[config.mk]
export PLATFORM = sky130hd
export DESIGN_NAME = exc_sequencer_flat
export DESIGN_NICKNAME = d
export VERILOG_FILES = /design/src/rtl/exc_sequencer_if.sv /design/src/rtl/exc_sequencer.sv /design/src/flat_wrapper.sv
export SDC_FILE = /design/constraint.sdc
export NUM_CORES = 1
export LEC_CHECK = 0
export CORE_MARGIN = 2
export CORE_UTILIZATION = 27
export DETAILED_ROUTE_END_ITERATION = 10
export PLACE_DENSITY = 0.56
export SYNTH_ARGS = -nofsm -noshare
export SYNTH_HDL_FRONTEND = slang
export SYNTH_SLANG_ARGS = --single-unit
[constraint.sdc]
create_clock -name clk -period 3.9 [get_ports clk]
set_input_delay 0.39 -clock clk [delete_from_list [all_inputs] [get_ports clk]]
set_output_delay 0.39 -clock clk [all_outputs]
set_load 0.05 [all_outputs]
[src/rtl/exc_sequencer_if.sv]
// Signal bundle between the exception sequencer, the pipeline and CP0.
// Handshake: exc_req, eret and the irq levels are sampled only while the
// sequencer is idle; the pipeline holds them until it sees exc_enter or
// pc_redirect. exc_enter and pc_redirect are one-cycle strobes with no
// back-pressure; their payload fields are valid only while the strobe is high.
interface exc_sequencer_if;
   logic [4:0]  irq_in;
   logic [7:0]  sr_im;
   logic        sr_ie;
   logic [31:0] epc;
   logic        cp0_we;
   logic        inst_boundary;
   logic [31:0] pc_boundary;
   logic        exc_req;
   logic [4:0]  exc_code_in;
   logic [31:0] exc_pc;
   logic        eret;
   logic        exc_enter;
   logic [4:0]  exc_code;
   logic [4:0]  hw_int;
   logic [31:0] cp0_din;
   logic        stall;
   logic        pc_redirect;
   logic [31:0] redirect_pc;
   logic        in_handler;
   logic [1:0]  state_dbg;

   modport slave (
      input  irq_in, sr_im, sr_ie, epc, cp0_we, inst_boundary, pc_boundary,
             exc_req, exc_code_in, exc_pc, eret,
      output exc_enter, exc_code, hw_int, cp0_din, stall, pc_redirect,
             redirect_pc, in_handler, state_dbg
   );

   modport master (
      output irq_in, sr_im, sr_ie, epc, cp0_we, inst_boundary, pc_boundary,
             exc_req, exc_code_in, exc_pc, eret,
      input  exc_enter, exc_code, hw_int, cp0_din, stall, pc_redirect,
             redirect_pc, in_handler, state_dbg
   );
endinterface

[src/rtl/exc_sequencer.sv]
// Exception/interrupt sequencer: synchronises IRQs, arbitrates them against
// pipeline exceptions, pulses CP0 exception entry and redirects fetch.
module exc_sequencer #(
   parameter logic [31:0] HANDLER_VEC = 32'h0000_4180,
   parameter int          SYNC_STAGES = 2
) (
   input  logic           clk,
   input  logic           reset,
   exc_sequencer_if.slave bus
);
   typedef enum logic [1:0] {
      IDLE     = 2'd0,
      ENTER    = 2'd1,
      REDIRECT = 2'd2,
      RETURN   = 2'd3
   } state_t;

   state_t      state, state_next;
   logic [4:0]  sync_q [SYNC_STAGES];
   logic [4:0]  irq_sync, pend;
   logic        take_irq;
   logic        accept_exc, accept_irq, accept_ret;
   logic [4:0]  code_q, hw_q;
   logic [31:0] epc_q, ret_q;
   logic        in_handler_q;
   logic        enter;
   logic [4:0]  code_out, hw_out;
   logic [31:0] din_out, rpc_out;
   logic        stall_out, redirect_out;
   logic        sr_im_unused;

   assign sr_im_unused = ^{bus.sr_im[7], bus.sr_im[0]};

   assign irq_sync = sync_q[SYNC_STAGES-1];
   assign pend     = irq_sync & bus.sr_im[6:2];
   assign take_irq = (|pend) & bus.sr_ie & ~bus.sr_im[1] & bus.inst_boundary;

   always_ff @(posedge clk) begin
      if (reset) begin
         for (int i = 0; i < SYNC_STAGES; i++) sync_q[i] <= '0;
      end else begin
         sync_q[0] <= bus.irq_in;
         for (int i = 1; i < SYNC_STAGES; i++) sync_q[i] <= sync_q[i-1];
      end
   end

   always_ff @(posedge clk) begin
      if (reset) begin
         state        <= IDLE;
         code_q       <= '0;
         hw_q         <= '0;
         epc_q        <= '0;
         ret_q        <= '0;
         in_handler_q <= 1'b0;
      end else begin
         state <= state_next;
         if (accept_exc) begin
            code_q <= bus.exc_code_in;
            epc_q  <= bus.exc_pc;
            hw_q   <= pend;
         end else if (accept_irq) begin
            code_q <= '0;
            epc_q  <= bus.pc_boundary;
            hw_q   <= pend;
         end
         if (accept_ret) begin
            ret_q        <= bus.epc;
            in_handler_q <= 1'b0;
         end
         if (enter) in_handler_q <= 1'b1;
      end
   end

   always_comb begin
      state_next   = state;
      accept_exc   = 1'b0;
      accept_irq   = 1'b0;
      accept_ret   = 1'b0;
      enter        = 1'b0;
      code_out     = '0;
      hw_out       = '0;
      din_out      = '0;
      stall_out    = 1'b0;
      redirect_out = 1'b0;
      rpc_out      = '0;
      case (state)
         IDLE: begin
            if (bus.exc_req) begin
               accept_exc = 1'b1;
               state_next = ENTER;
            end else if (take_irq) begin
               accept_irq = 1'b1;
               state_next = ENTER;
            end else if (bus.eret) begin
               accept_ret = 1'b1;
               state_next = RETURN;
            end
         end
         ENTER: begin
            stall_out = 1'b1;
            // Entry is withheld while CP0 takes an mtc0 write, and never fires under reset.
            if (!bus.cp0_we && !reset) begin
               enter      = 1'b1;
               code_out   = code_q;
               hw_out     = hw_q;
               din_out    = epc_q;
               state_next = REDIRECT;
            end
         end
         REDIRECT: begin
            stall_out    = 1'b1;
            redirect_out = 1'b1;
            rpc_out      = HANDLER_VEC;
            state_next   = IDLE;
         end
         RETURN: begin
            redirect_out = 1'b1;
            rpc_out      = ret_q;
            state_next   = IDLE;
         end
         default: state_next = IDLE;
      endcase
   end

   assign bus.exc_enter   = enter;
   assign bus.exc_code    = code_out;
   assign bus.hw_int      = hw_out;
   assign bus.cp0_din     = din_out;
   assign bus.stall       = stall_out;
   assign bus.pc_redirect = redirect_out;
   assign bus.redirect_pc = rpc_out;
   assign bus.in_handler  = in_handler_q;
   assign bus.state_dbg   = state;
endmodule

[src/flat_wrapper.sv]
// flat-port wrapper written by rule: the top's interface ports become plain ports
module exc_sequencer_flat 
#(
   parameter logic [31:0] HANDLER_VEC = 32'h0000_4180,
   parameter int          SYNC_STAGES = 2
)
  (clk, reset, bus_irq_in, bus_sr_im, bus_sr_ie, bus_epc, bus_cp0_we, bus_inst_boundary, bus_pc_boundary, bus_exc_req, bus_exc_code_in, bus_exc_pc, bus_eret, bus_exc_enter, bus_exc_code, bus_hw_int, bus_cp0_din, bus_stall, bus_pc_redirect, bus_redirect_pc, bus_in_handler, bus_state_dbg);
  exc_sequencer_if bus_i ();
  input  logic clk;
  input  logic reset;
  input wire logic [$bits(bus_i.irq_in)-1:0] bus_irq_in;
  input wire logic [$bits(bus_i.sr_im)-1:0] bus_sr_im;
  input wire logic [$bits(bus_i.sr_ie)-1:0] bus_sr_ie;
  input wire logic [$bits(bus_i.epc)-1:0] bus_epc;
  input wire logic [$bits(bus_i.cp0_we)-1:0] bus_cp0_we;
  input wire logic [$bits(bus_i.inst_boundary)-1:0] bus_inst_boundary;
  input wire logic [$bits(bus_i.pc_boundary)-1:0] bus_pc_boundary;
  input wire logic [$bits(bus_i.exc_req)-1:0] bus_exc_req;
  input wire logic [$bits(bus_i.exc_code_in)-1:0] bus_exc_code_in;
  input wire logic [$bits(bus_i.exc_pc)-1:0] bus_exc_pc;
  input wire logic [$bits(bus_i.eret)-1:0] bus_eret;
  output wire logic [$bits(bus_i.exc_enter)-1:0] bus_exc_enter;
  output wire logic [$bits(bus_i.exc_code)-1:0] bus_exc_code;
  output wire logic [$bits(bus_i.hw_int)-1:0] bus_hw_int;
  output wire logic [$bits(bus_i.cp0_din)-1:0] bus_cp0_din;
  output wire logic [$bits(bus_i.stall)-1:0] bus_stall;
  output wire logic [$bits(bus_i.pc_redirect)-1:0] bus_pc_redirect;
  output wire logic [$bits(bus_i.redirect_pc)-1:0] bus_redirect_pc;
  output wire logic [$bits(bus_i.in_handler)-1:0] bus_in_handler;
  output wire logic [$bits(bus_i.state_dbg)-1:0] bus_state_dbg;
  assign bus_i.irq_in = bus_irq_in;
  assign bus_i.sr_im = bus_sr_im;
  assign bus_i.sr_ie = bus_sr_ie;
  assign bus_i.epc = bus_epc;
  assign bus_i.cp0_we = bus_cp0_we;
  assign bus_i.inst_boundary = bus_inst_boundary;
  assign bus_i.pc_boundary = bus_pc_boundary;
  assign bus_i.exc_req = bus_exc_req;
  assign bus_i.exc_code_in = bus_exc_code_in;
  assign bus_i.exc_pc = bus_exc_pc;
  assign bus_i.eret = bus_eret;
  assign bus_exc_enter = bus_i.exc_enter;
  assign bus_exc_code = bus_i.exc_code;
  assign bus_hw_int = bus_i.hw_int;
  assign bus_cp0_din = bus_i.cp0_din;
  assign bus_stall = bus_i.stall;
  assign bus_pc_redirect = bus_i.pc_redirect;
  assign bus_redirect_pc = bus_i.redirect_pc;
  assign bus_in_handler = bus_i.in_handler;
  assign bus_state_dbg = bus_i.state_dbg;
  exc_sequencer #(.HANDLER_VEC(HANDLER_VEC), .SYNC_STAGES(SYNC_STAGES)) u_core (.clk(clk), .reset(reset), .bus(bus_i));
endmodule
==> results of run 1 <==
[critical path, cell delays in order, from the launching register on]
cell	delay, ns
sky130_fd_sc_hd__dfxtp_1	0.40
sky130_fd_sc_hd__ha_1	0.80
sky130_fd_sc_hd__and2_1	0.23
sky130_fd_sc_hd__clkdlybuf4s50_1	0.82
[flip-flops by register name (all words and copies together) (netlist names)]
name	cells
u_core.ret_q	32
u_core.hw_q	5
u_core.sync_q	10
u_core.bus.in_handler	1
u_core.epc_q	32
u_core.bus.state_dbg	2
u_core.code_q	5
[final timing paths]
check	start	slack, ns	depth (start not counted)	to
worst max-delay path	u_core.bus.state_dbg[1]$_SDFFE_PP0P_	0.91	3	bus_redirect_pc[4]
worst min-delay path	u_core.sync_q[0][1]$_SDFF_PP0_	0.43	1	u_core.sync_q[0][6]$_SDFF_PP0_
worst max register to register	u_core.sync_q[0][8]$_SDFF_PP0_	1.70	5	u_core.ret_q[30]$_SDFFE_PP0P_
worst min register to register	u_core.sync_q[0][1]$_SDFF_PP0_	0.43	1	u_core.sync_q[0][6]$_SDFF_PP0_
[stage by stage]
step,instances,power (mW),hold WS (ns),worst slack (ns)
2_1_floorplan,493,1.95,0.414,1.01
3_3_place_gp,846,2.37,0.421,1.10
3_5_place_dp,846,2.39,0.424,1.10
4_1_cts,861,3.20,0.436,0.866
5_1_grt,861,3.35,0.451,0.757
6_report,861,3.15,0.432,0.907
[final cells by class]
cell class,instances,share of cell area [%]
clock buffer,11,3.77
clock inverter,4,0.350
inverter,5,0.292
multi-input combinational,364,33.1
sequential,87,27.1
tap,184,3.58
timing repair buffer,206,31.8
[where the power goes]
part           total (mW)  internal, mW  leakage, nW  switching [mW]
sequential           1.12          1.05        0.713          0.0773
combinational        1.23         0.480         1.59           0.749
clock               0.794         0.442        0.131           0.351
total                3.15          1.97         2.43            1.18
[cells in the mapped netlist (5+ instances only)]
cell and count:
sky130_fd_sc_hd__nand3_1 6, sky130_fd_sc_hd__clkbuf_1 32, sky130_fd_sc_hd__a21oi_1 5, sky130_fd_sc_hd__nor2b_1 10, sky130_fd_sc_hd__a22oi_1 6, sky130_fd_sc_hd__nand2_1 137, sky130_fd_sc_hd__dfxtp_1 87, sky130_fd_sc_hd__ha_1 5
sky130_fd_sc_hd__a311oi_1 32, sky130_fd_sc_hd__nor2_1 38, sky130_fd_sc_hd__and2_1 71, sky130_fd_sc_hd__mux2i_1 33
[cells in the final DEF (no fill, tap or decap), drive strengths merged, types with 2 or more instances in the layout]
master,netlist,final
ha,5,5
nor2,38,38
inv,5,5
a21o,3,3
dfxtp,87,87
buf,5,9
clkbuf,32,11
mux2i,33,33
nand3,6,6
a221oi,2,2
a311oi,32,32
a21oi,6,6
a22oi,6,6
clkdlybuf4s50,0,197
nand2,137,137
and2,71,71
nor2b,10,10
clkinv,0,3
[cells by family (layout without fill, tap and decap cells)]
family          count (synthesis)  in the layout  share of synthesized area (%)
compound gates                 57             57                           11.7
fa+ha+maj                       5              5                           1.55
buf+inv                        42            226                           4.49
flops                          87             87                           43.1
mux                            33             33                           8.18
simple gates                  269            269                           31.0
[per-layer routing]
| layer | vias to the layer above | track usage [%] | share of wire [%] |
|---|---|---|---|
| met5 | - | 0 | 0 |
| met1 | 1777 | 17.4 | 43 |
| met4 | 0 | 4.78 | 1.6 |
| met2 | 163 | 25.8 | 46 |
| met3 | 16 | 7.14 | 9.9 |
| li1 | 1992 | - | - |
==> flow_metrics.tcl, run 1 <==
set metrics [dict create \
    synth_top_area_cell "sky130_fd_sc_hd__dfxtp_1" \
    fin_crit_sh_pct 76.7 \
    timing.critical_path.arrival_ns 2.60 \
    number_of_max_capacitance_violations_reported 0 \
    setup_total_negative_slack_ns 0 \
    core_region_area_um2 14600 \
    critical_path.endpoint_type "primary output" \
    first_global_vias 3987 \
    grt_max_degree 68 \
    dr_total_vias 3948 \
    die_h_um 126 \
    max-slew-margin-rel_pct 29.9 \
    postRouteWirelength_um 12500 \
    timing_max_transition_violations_final 0 \
    synth.yosys.seq_area_share_pct 43.1 \
    fin_nets 799 \
    clk_pin_slew_ns 0.06 \
    crit_required_ns 3.51 \
    timing.final.hold_violations 0 \
    floorplan.die_area_um2 15900 \
    timing.setup.critical_path_class "reg -> out" \
    cts.sink_count 87 \
    post_route_ant_nets 0 \
    post_cts.repair.setup_buffers 0 \
    place.detailed.hpwl_um 8860 \
    hold_path.class "reg -> reg" \
    power.ir.vdd_worst_mv 0.197 \
    synth-seq-cells 87 \
    syn2layout_area_growth_pct 59.5 \
    ctsHtreeMaxLevel 3 \
    cts_hold_repair.buffers 0 \
    drive_gt1_share_pct 4.73 \
    synth_area_per_cell_um2 8.19 \
    grt_setup_unrepaired "no" \
    row_count 44 \
    avgRoutedWirePerCell_um 14.5 \
    min_period_ns 2.99 \
    drc_errors 0 \
    antenna_violations_before_repair 0 \
    tritoncts "yes" \
    setup_viol_count_final 0 \
    final_util_pct 44.1 \
    post_synth_num_cell_types 36 \
    grt_first_pass_wirelength_um 19600 \
    postPlaceCellArea_um2 6170 \
    routabilityCongestion 0.747 \
    numPortBuffers 198 \
    multi_input_comb_area_um2 2130 \
    die_w_um 126 \
    crit_path_start_kind "flop" \
    number_of_drc_markers_in_iteration_0 138 \
    antenna-diode-count 0 \
    status "finished, final reports clean" \
    tritoncts.num_buffers 9 \
    finalInstanceArea_um2 6440 \
    fill_cells 1454 \
    max_slew.worst_pin.slew_ns 1.05 \
    grt-ovfl-total 0 \
    post_drt_via_cell_ratio 4.59 \
    syn_nets 619 \
    clockRootBuffer "sky130_fd_sc_hd__clkbuf_16" \
    clock_insertion_delay_worst_skew_ns 0.34 \
    register_area_um2 1740 \
    power.leakage_nw 2.43 \
    maximum_fanout_along_the_worst_path 33 \
    power_density_nw_per_um2 489 \
    design.portCount 201 \
    post_cts_resized 0 \
    max_clock_freq_ghz 0.334 \
    post_synth_inst_count 493 \
    largest_cells_by_area_after_synthesis "sky130_fd_sc_hd__dfxtp_1 43%, sky130_fd_sc_hd__nand2_1 13%, sky130_fd_sc_hd__and2_1 11%" \
    ys_dominant_reg_cell "sky130_fd_sc_hd__dfxtp_1" \
    synth-edff-count 0 \
    drt-pass1-iter-count 4 \
    grt_use_total_pct 15.4 \
    post_synth_instance_area_um2 4040 \
    cts_buffer_depth 2 \
    initial_core_util_pct 27.7 \
    yosysWarningCount 0 \
    final.setup_skew_ns 0.00667 \
    asyncSetResetFlopFracSynth_pct 0 \
    synth.top_cell.area_share_pct 43.1 \
]
No activity file was read; power rests on OpenSTA's default activity.
==> run 2: changes to the inputs <==
PLACE_DENSITY = 0.58   (was 0.56)
clock period = 2.5 ns   (was 3.9 ns; I/O delays follow)
==> flow_metrics.tcl, run 2 (synthesis results as in run 1) <==
set metrics [dict create \
    max_slew.worst_pin.slew_ns 0.621 \
    tritoncts "yes" \
    power_density_nw_per_um2 731 \
    mostFrequentLayoutCells "137 x sky130_fd_sc_hd__nand2_1, 121 x sky130_fd_sc_hd__clkdlybuf4s50_1, 87 x sky130_fd_sc_hd__dfxtp_1, 77 x sky130_fd_sc_hd__buf_12, 63 x sky130_fd_sc_hd__and2_1" \
    hold_ws_ns 0.273 \
    core_region_area_um2 14600 \
    cts.sink_count 87 \
    place.detailed.hpwl_um 9110 \
    critical_path.endpoint_type "primary output" \
    top_regs "u_core.epc_q: 32 flops, u_core.ret_q: 32 flops, u_core.sync_q: 10 flops" \
    die_h_um 126 \
    first_global_vias 3963 \
    timing_max_transition_violations_final 0 \
    max-slew-margin-rel_pct 58.6 \
    cts_hold_repair.buffers 0 \
    timing.final.hold_violations 0 \
    power.ir.vdd_worst_mv 0.387 \
    post_cts.repair.setup_buffers 0 \
    ctsHtreeMaxLevel 3 \
    crit_required_ns 2.25 \
    status "finished, final reports clean" \
    initial_core_util_pct 27.7 \
    setup_total_negative_slack_ns 0 \
    design.portCount 201 \
    fin_crit_sh_pct 90.1 \
    mostFrequentLayoutCell "sky130_fd_sc_hd__nand2_1" \
    grt_first_pass_wirelength_um 19500 \
    clk_pin_slew_ns 0.06 \
    crit_path_start_kind "flop" \
    numPortBuffers 198 \
    avgRoutedWirePerCell_um 14.1 \
    drive_gt1_share_pct 17.5 \
    floorplan.die_area_um2 15900 \
    placed_cells_incl_taps 849 \
    setup_viol_count_final 0 \
    dr_total_vias 3934 \
    antenna-diode-count 0 \
    timing.setup.critical_path_class "reg -> out" \
    cts_buffer_depth 2 \
    postRouteWirelength_um 12200 \
    fin_nets 802 \
    maximum_fanout_along_the_worst_path 30 \
    die_w_um 126 \
    max_clock_freq_ghz 0.444 \
    antenna_violations_before_repair 0 \
    grt_use_total_pct 15.4 \
    finalNonFillerCells 865 \
    fill_cells 1343 \
    p_total_mw 5.33 \
    syn2layout_area_growth_pct 80.6 \
    routabilityCongestion 0.765 \
    post_drt_via_cell_ratio 4.55 \
    clockRootBuffer "sky130_fd_sc_hd__clkbuf_16" \
    number_of_drc_markers_in_iteration_0 117 \
    final.setup_skew_ns 0.00726 \
    drc_errors 0 \
    number_of_max_capacitance_violations_reported 0 \
    timing.critical_path.arrival_ns 2.00 \
    clock_insertion_delay_worst_skew_ns 0.34 \
    post_cts_resized 0 \
    hold_path.class "in -> reg" \
    grt-ovfl-total 0 \
    row_count 44 \
    post_route_ant_nets 0 \
    min_period_ns 2.25 \
    final_util_pct 50.0 \
    tritoncts.num_buffers 9 \
    power.leakage_nw 2.84 \
    grt_setup_unrepaired "no" \
    grt_max_degree 66 \
    worst-r2r-setup-slack_ns 0.67 \
    drt-pass1-iter-count 4 \
]
==> run 2: critical path, stage by stage (launching register included) <==
cell and delay, ns:
sky130_fd_sc_hd__dfxtp_1 0.36, sky130_fd_sc_hd__inv_1 0.12, sky130_fd_sc_hd__ha_1 0.20, sky130_fd_sc_hd__nor3b_2 0.24, sky130_fd_sc_hd__buf_4 0.32, sky130_fd_sc_hd__and2_1 0.25, sky130_fd_sc_hd__buf_12 0.16
==> run 2: worst paths after layout <==
check,endpoint,cells past startpoint,from
setup / recovery,bus_cp0_din[0],6,u_core.bus.state_dbg[1]$_SDFFE_PP0P_
hold / removal,u_core.epc_q[17]$_SDFFE_PP0P_,2,reset
setup reg to reg,u_core.epc_q[5]$_SDFFE_PP0P_,7,u_core.bus.state_dbg[0]$_SDFFE_PP0P_
hold reg to reg,u_core.sync_q[0][9]$_SDFF_PP0_,1,u_core.sync_q[0][4]$_SDFF_PP0_
==> run 2: where the power goes <==
group | switching (mW) | internal [mW]
combinational | 1.19 | 0.916
clock | 0.542 | 0.930
sequential | 0.119 | 1.63
==> run 2: per-stage QoR <==
step,cell area [um2],worst slack (ns)
4_1_cts,7290,0.145
3_3_place_gp,6970,0.408
3_5_place_dp,6970,0.377
5_1_grt,7290,0.0587
6_report,7290,0.247
2_1_floorplan,4050,0.111
==> run 2: per-layer routing <==
metal	share of wire, %	GRT usage, %
met4	1.8	5.75
met3	9.3	6.07
met1	42	17.2
met5	0	0
met2	47	26.2
==> run 2: layout make-up <==
| cell class | count | area [um2] | share of cell area, % |
|---|---|---|---|
| clock buffers | 13 | 260 | 3.57 |
| clock inverters | 3 | 65.1 | 0.892 |
| inverters | 5 | 18.8 | 0.257 |
| multi-input cells | 364 | 2140 | 29.4 |
| flip-flops and latches | 87 | 1740 | 23.9 |
| well taps | 184 | 230 | 3.16 |
| repair buffers | 209 | 2830 | 38.9 |
